==> src/rtl/snake_pkg.sv <==
// Shared direction encodings, PS/2 scancodes and direction helpers for the snake direction controller.
package snake_pkg;

    typedef enum logic [1:0] {
        DIR_UP    = 2'b00,
        DIR_DOWN  = 2'b01,
        DIR_LEFT  = 2'b10,
        DIR_RIGHT = 2'b11
    } dir_t;

    localparam logic [7:0] KEY_UP    = 8'h1D;
    localparam logic [7:0] KEY_DOWN  = 8'h1B;
    localparam logic [7:0] KEY_LEFT  = 8'h1C;
    localparam logic [7:0] KEY_RIGHT = 8'h23;
    localparam logic [7:0] KEY_SPACE = 8'h29;
    localparam logic [7:0] KEY_R     = 8'h2D;
    localparam logic [7:0] KEY_IDLE  = 8'hF0;

    // UP/DOWN and LEFT/RIGHT differ only in bit 0.
    function automatic dir_t opposite_dir(input dir_t d);
        return dir_t'(d ^ 2'b01);
    endfunction

endpackage

==> src/rtl/turn_fifo.sv <==
// Circular turn queue of 2-bit directions; head feeds the applied direction, tail is the reference for new turns.
module turn_fifo #(
    parameter int QDEPTH = 2
) (
    input  logic       clk,
    input  logic       rst_n,
    input  logic       flush,
    input  logic       push,
    input  logic       pop,
    input  logic [1:0] push_data,
    output logic [1:0] head,
    output logic [1:0] tail,
    output logic       full,
    output logic       empty,
    output logic [2:0] count
);
    import snake_pkg::*;

    localparam logic [1:0] LAST_IDX  = 2'(QDEPTH - 1);
    localparam logic [2:0] DEPTH_CNT = 3'(QDEPTH);

    logic [1:0] mem [4];
    logic [1:0] rd_ptr;
    logic [1:0] wr_ptr;
    logic       do_push;
    logic       do_pop;

    function automatic logic [1:0] next_idx(input logic [1:0] i);
        return (i == LAST_IDX) ? 2'd0 : i + 2'd1;
    endfunction

    function automatic logic [1:0] prev_idx(input logic [1:0] i);
        return (i == 2'd0) ? LAST_IDX : i - 2'd1;
    endfunction

    assign empty   = (count == 3'd0);
    assign full    = (count == DEPTH_CNT);
    assign do_pop  = pop && !empty;
    // A pop in the same cycle frees a slot, so a full queue can still take the push.
    assign do_push = push && (!full || do_pop);
    assign head    = mem[rd_ptr];
    assign tail    = mem[prev_idx(wr_ptr)];

    always_ff @(posedge clk) begin
        if (!rst_n || flush) begin
            rd_ptr <= 2'd0;
            wr_ptr <= 2'd0;
            count  <= 3'd0;
        end else begin
            if (do_pop)
                rd_ptr <= next_idx(rd_ptr);
            if (do_push)
                wr_ptr <= next_idx(wr_ptr);
            count <= count + {2'b00, do_push} - {2'b00, do_pop};
        end
    end

    always_ff @(posedge clk) begin
        if (do_push)
            mem[wr_ptr] <= push_data;
    end

endmodule

==> src/rtl/snake_dir_ctrl.sv <==
// Snake direction controller: synchronizes and debounces PS/2 scancodes, queues legal turns, applies them on Tick.
// Optional pause/restart keys are enabled by defining SNAKE_DIR_PAUSE_EN.
module snake_dir_ctrl #(
    parameter int STABLE_CYC = 16,
    parameter int QDEPTH     = 2
) (
    input  logic       CLK,
    input  logic       RESETn,
    input  logic [7:0] KeyPress,
    input  logic       Tick,
    output logic [1:0] Dir,
    output logic       Pause,
    output logic       Restart,
    output logic [2:0] QCount
);
    import snake_pkg::*;

    localparam int                CNT_W     = $clog2(STABLE_CYC + 1);
    localparam logic [CNT_W-1:0] CNT_MAX   = CNT_W'(STABLE_CYC);
    localparam logic [CNT_W-1:0] ACCEPT_AT = CNT_W'(STABLE_CYC - 1);

    logic [7:0]       sync1;
    logic [7:0]       sync2;
    logic [7:0]       stab_val;
    logic [CNT_W-1:0] stab_cnt;
    logic [7:0]       last_key;
    logic             accept;
    logic             key_evt;
    logic             is_dir;
    dir_t             evt_dir;
    dir_t             ref_dir;
    dir_t             dir_q;
    logic             pause_q;
    logic             restart_q;
    logic             fifo_push;
    logic             fifo_pop;
    logic [1:0]       q_head;
    logic [1:0]       q_tail;
    logic             q_full;
    logic             q_empty;
    logic [2:0]       q_count;

    // Synchronizer, stability counter (saturates so a held key is accepted once) and last-key register.
    always_ff @(posedge CLK) begin
        if (!RESETn) begin
            sync1    <= KEY_IDLE;
            sync2    <= KEY_IDLE;
            stab_val <= KEY_IDLE;
            stab_cnt <= '0;
            last_key <= KEY_IDLE;
        end else begin
            sync1 <= KeyPress;
            sync2 <= sync1;
            if (sync2 != stab_val) begin
                stab_val <= sync2;
                stab_cnt <= '0;
            end else if (stab_cnt != CNT_MAX) begin
                stab_cnt <= stab_cnt + 1'b1;
            end
            if (key_evt)
                last_key <= sync2;
        end
    end

    assign accept  = (sync2 == stab_val) && (stab_cnt == ACCEPT_AT);
    assign key_evt = accept && (sync2 != last_key);

    always_comb begin
        is_dir  = 1'b0;
        evt_dir = DIR_UP;
        case (sync2)
            KEY_UP:    begin is_dir = 1'b1; evt_dir = DIR_UP;    end
            KEY_DOWN:  begin is_dir = 1'b1; evt_dir = DIR_DOWN;  end
            KEY_LEFT:  begin is_dir = 1'b1; evt_dir = DIR_LEFT;  end
            KEY_RIGHT: begin is_dir = 1'b1; evt_dir = DIR_RIGHT; end
            default:   ;
        endcase
    end

    // The reference is taken after this cycle's pop so a turn and a Tick can share an edge.
    always_comb begin
        fifo_pop = Tick && !pause_q && !q_empty;
        if (fifo_pop)
            ref_dir = (q_count > 3'd1) ? dir_t'(q_tail) : dir_t'(q_head);
        else
            ref_dir = q_empty ? dir_q : dir_t'(q_tail);
        fifo_push = key_evt && is_dir && !pause_q && (!q_full || fifo_pop)
                    && (evt_dir != ref_dir) && (evt_dir != opposite_dir(ref_dir));
    end

    turn_fifo #(.QDEPTH(QDEPTH)) u_turn_fifo (
        .clk       (CLK),
        .rst_n     (RESETn),
        .flush     (restart_q),
        .push      (fifo_push),
        .pop       (fifo_pop),
        .push_data (evt_dir),
        .head      (q_head),
        .tail      (q_tail),
        .full      (q_full),
        .empty     (q_empty),
        .count     (q_count)
    );

    always_ff @(posedge CLK) begin
        if (!RESETn || restart_q)
            dir_q <= DIR_RIGHT;
        else if (fifo_pop)
            dir_q <= dir_t'(q_head);
    end

`ifdef SNAKE_DIR_PAUSE_EN
    // Restart is registered so it lasts exactly one cycle and then resets the game state.
    always_ff @(posedge CLK) begin
        if (!RESETn) begin
            pause_q   <= 1'b0;
            restart_q <= 1'b0;
        end else begin
            restart_q <= key_evt && (sync2 == KEY_R);
            if (restart_q)
                pause_q <= 1'b0;
            else if (key_evt && (sync2 == KEY_SPACE))
                pause_q <= !pause_q;
        end
    end
`else
    assign pause_q   = 1'b0;
    assign restart_q = 1'b0;
`endif

    assign Dir     = dir_q;
    assign Pause   = pause_q;
    assign Restart = restart_q;
    assign QCount  = q_count;

endmodule

==> config.mk <==
export PLATFORM = sky130hd
export DESIGN_NAME = snake_dir_ctrl
export DESIGN_NICKNAME = d
export VERILOG_FILES = /design/src/rtl/snake_pkg.sv /design/src/rtl/turn_fifo.sv /design/src/rtl/snake_dir_ctrl.sv
export SDC_FILE = /design/constraint.sdc
export NUM_CORES = 1
export LEC_CHECK = 0
export ABC_AREA = 1
export BUFFER_PORTS_ARGS = -buffer_cell sky130_fd_sc_hd__buf_2
export CAP_MARGIN = 25
export CORE_ASPECT_RATIO = 0.5
export CORE_UTILIZATION = 63
export DETAILED_ROUTE_END_ITERATION = 6
export GPL_TIMING_DRIVEN = 0
export HOLD_SLACK_MARGIN = 0.15
export PLACE_DENSITY_LB_ADDON = 0.2
export SLEW_MARGIN = 0
export SYNTH_ARGS = -nofsm -noshare
export SYNTH_HDL_FRONTEND = slang
export SYNTH_SLANG_ARGS = --single-unit
==> constraint.sdc <==
create_clock -name CLK -period 3.4 [get_ports CLK]
set_input_delay 0.34 -clock CLK [delete_from_list [all_inputs] [get_ports CLK]]
set_output_delay 0.34 -clock CLK [all_outputs]
set_load 0.02 [all_outputs]
==> flow_metrics.env <==
export IMPL_cts_sinks=56
export IMPL_relSlewSlack=0.621
export IMPL_yosysWarnings=0
export IMPL_h_tree_depth=2
export IMPL_clkTransAtPathRegs_ns=0.09
export IMPL_port_buffer_count=14
export IMPL_grt_pass1_wl_mm=6.49
export IMPL_cts_root_buffer="clkbuf_8"
export IMPL_cts_buffer_depth=2
export IMPL_grt_usage=0.219
export IMPL_vias=1840
export IMPL_synth_area_leader_cell="dfxtp_1"
export IMPL_postCtsSetupBuffers=0
export IMPL_arrival_ns=2.59
export IMPL_drt_initial_drc_count=72
export IMPL_yosysMostFrequentCell="nand2_1"
export IMPL_drtPass1Iterations=4
export IMPL_avgSynthCellArea_um2=7.68
export IMPL_nets=355
export IMPL_antenna_found_initial=0
export IMPL_synth_top_area_share=0.397
export IMPL_power_frac_clock=0.238
export IMPL_fp_row_count=15
export IMPL_netSwitchingPower_mw=0.469
export IMPL_rsz0062_at_grt="no"
export IMPL_ant_nets=0
export IMPL_synth_area_top_cells="dfxtp_1 (40%), nand2_1 (15%), edfxtp_1 (9.9%)"
export IMPL_grt_pass1_vias=1478
export IMPL_end_kind="register"
export IMPL_yosys_top_cells_count="nand2_1 (97), inv_1 (56), dfxtp_1 (48)"
export IMPL_ys_types=30
export IMPL_drv_cap=0
export IMPL_synth_ff_type="dfxtp_1"
export IMPL_ir_drop_v=0.000278
export IMPL_wl_per_cell_um=10.3
export IMPL_maxSlewViolCount=0
export IMPL_fin_worst_skew_ns=0.00764
export IMPL_worst_pin_slew_ns=0.569
export IMPL_async_flop_share=0
export IMPL_crit_path_max_fanout=6
export IMPL_p_leak_nw=1.35
export IMPL_viasPerCell=4.73
export IMPL_coreArea_um2=3550
export IMPL_hold_class="primary input to register"
export IMPL_grt_max_degree=17
export IMPL_timing_hold_ws_ns=0.213
export IMPL_max_freq_ghz=0.416
export IMPL_fp_dieW_um=89.6
export IMPL_overflow=0
export IMPL_gp_congestion=0.805
export IMPL_drc=0
export IMPL_whs_path_depth=2
export IMPL_areaGrowthSynthToFinish_pct=9.21
export IMPL_min_period_over_period=0.707
export IMPL_finalWirelength_mm=3.99
export IMPL_hold_viol=0
export IMPL_design_area_um2=2640
export IMPL_critPathKind="register to register"
export IMPL_synth_seq_area_share=0.497
export IMPL_critPathRequiredTime_ns=3.58
export IMPL_p_sw_frac=0.318
export IMPL_dieArea_um2=4110
export IMPL_boundaryPins=18
export IMPL_synth_cells=315
export IMPL_die_h_um=45.8
export IMPL_ctsHoldBuffers=0
export IMPL_setup_viol=0
export IMPL_internal_power_mw=1.01
export IMPL_insertion_delay_ns=0.30
export IMPL_powerDensity_nw_per_um2=558
export IMPL_fin_setup_tns_ns=0
export IMPL_tritoncts="yes"
export IMPL_synth_edf_count=8
export IMPL_outcome="finished, final reports clean"
export IMPL_hpwl_mm=2.99
export IMPL_reg2regPathDepth=13
export IMPL_initial_core_util=0.682
export IMPL_dpl_cell_area_um2=2560
export IMPL_numCtsBuffers=5
export IMPL_insertedDiodeCount=0
export IMPL_synth_seq_cells=56
export IMPL_min_period_ns=2.40
export IMPL_seqPwrFrac=0.511
export IMPL_drive_above_1_share=0.124
export IMPL_syn_cell_area_um2=2420
export IMPL_critPathLaunchType="register"
export IMPL_cts_resized=0
export IMPL_combinationalPowerShare=0.251
==> stage by stage <==
step	util	setup slack, ns	instances	power, mW
after floorplan	-	1.18	316	1.05
after global placement	0.721	1.11	381	1.13
after detailed placement	0.721	1.04	381	1.14
after global routing	0.745	0.743	389	1.57
after CTS	0.745	1.01	389	1.48
final	0.745	0.996	389	1.47
==> logic make-up after synthesis <==
group	count (synthesis)	share of synthesized area
AO/OA/AOI/OAI	24	0.0538
buffers and inverters	68	0.109
adder cells (fa/ha/maj)	7	0.0393
XOR/XNOR	6	0.0217
flip-flops	56	0.497
AND/OR/NAND/NOR	153	0.278
other	1	0.00155
==> state kept, by name, summed over array words and instances, names as in the netlist, named ones only <==
name,cells
last_key,8
stab_val,8
sync1,8
sync2,8
u_turn_fifo.mem,8
stab_cnt,5
u_turn_fifo.count,3
Dir,2
u_turn_fifo.rd_ptr,2
u_turn_fifo.wr_ptr,2
==> cell type report <==
cell class / count / area (µm²)
plain buffers: 7 / 35.0
clock buffers: 7 / 76.3
clock inverters: 1 / 8.76
fillers: 274 / 906
inverters: 61 / 229
multi-input cells: 192 / 957
flip-flops and latches: 56 / 1200
well taps: 51 / 63.8
repair buffers: 14 / 70.1
==> cells in the final DEF (no fill, tap or decap), types with 2 or more instances in the layout <==
master,n
nand3_1,15
buf_2,14
edfxtp_1,8
nand2_1,97
or2_2,8
o21ai_0,8
ha_1,6
conb_1,2
nor3_1,6
xnor2_1,4
clkbuf_1,6
inv_2,4
nor2_1,18
inv_1,56
xor2_1,2
buf_4,2
nand4_1,2
dfxtp_1,48
clkbuf_8,5
nor2_4,2
a21oi_1,13
==> power by group through the flow <==
stage | combinational, mW | sequential [mW] | clock (mW)
3_5_place_dp | 0.367 | 0.770 | 0
2_1_floorplan | 0.255 | 0.797 | 0
4_1_cts | 0.372 | 0.754 | 0.355
3_3_place_gp | 0.358 | 0.767 | 0
6_report | 0.369 | 0.754 | 0.351
5_1_grt | 0.424 | 0.762 | 0.386
==> critical path: stages, from the launching register on <==
cell     delay (ns)
dfxtp_1        0.48
inv_2          0.08
nor3_1         0.27
nand3_1        0.12
nand2_1        0.19
inv_1          0.07
nand2_1        0.10
nand3_2        0.10
inv_2          0.07
ha_1           0.14
inv_1          0.05
fa_1           0.40
xnor2_1        0.17
nor2_1         0.05
==> per-layer routing <==
layer / GRT usage / wire (µm)
met5: 0 / 0
met2: 0.358 / 1780
met4: 0.0762 / 43
met3: 0.0543 / 137
met1: 0.289 / 2030
==> final timing paths <==
kind,start,endpoint,slack [ns]
max,sync2[2],u_turn_fifo.count[2],1.0
min,KeyPress[7],sync1[7],0.21
max reg2reg,sync2[2],u_turn_fifo.count[2],1.0
min reg2reg,sync1[0],sync2[0],0.42
Power figures use the tool's default switching activity.
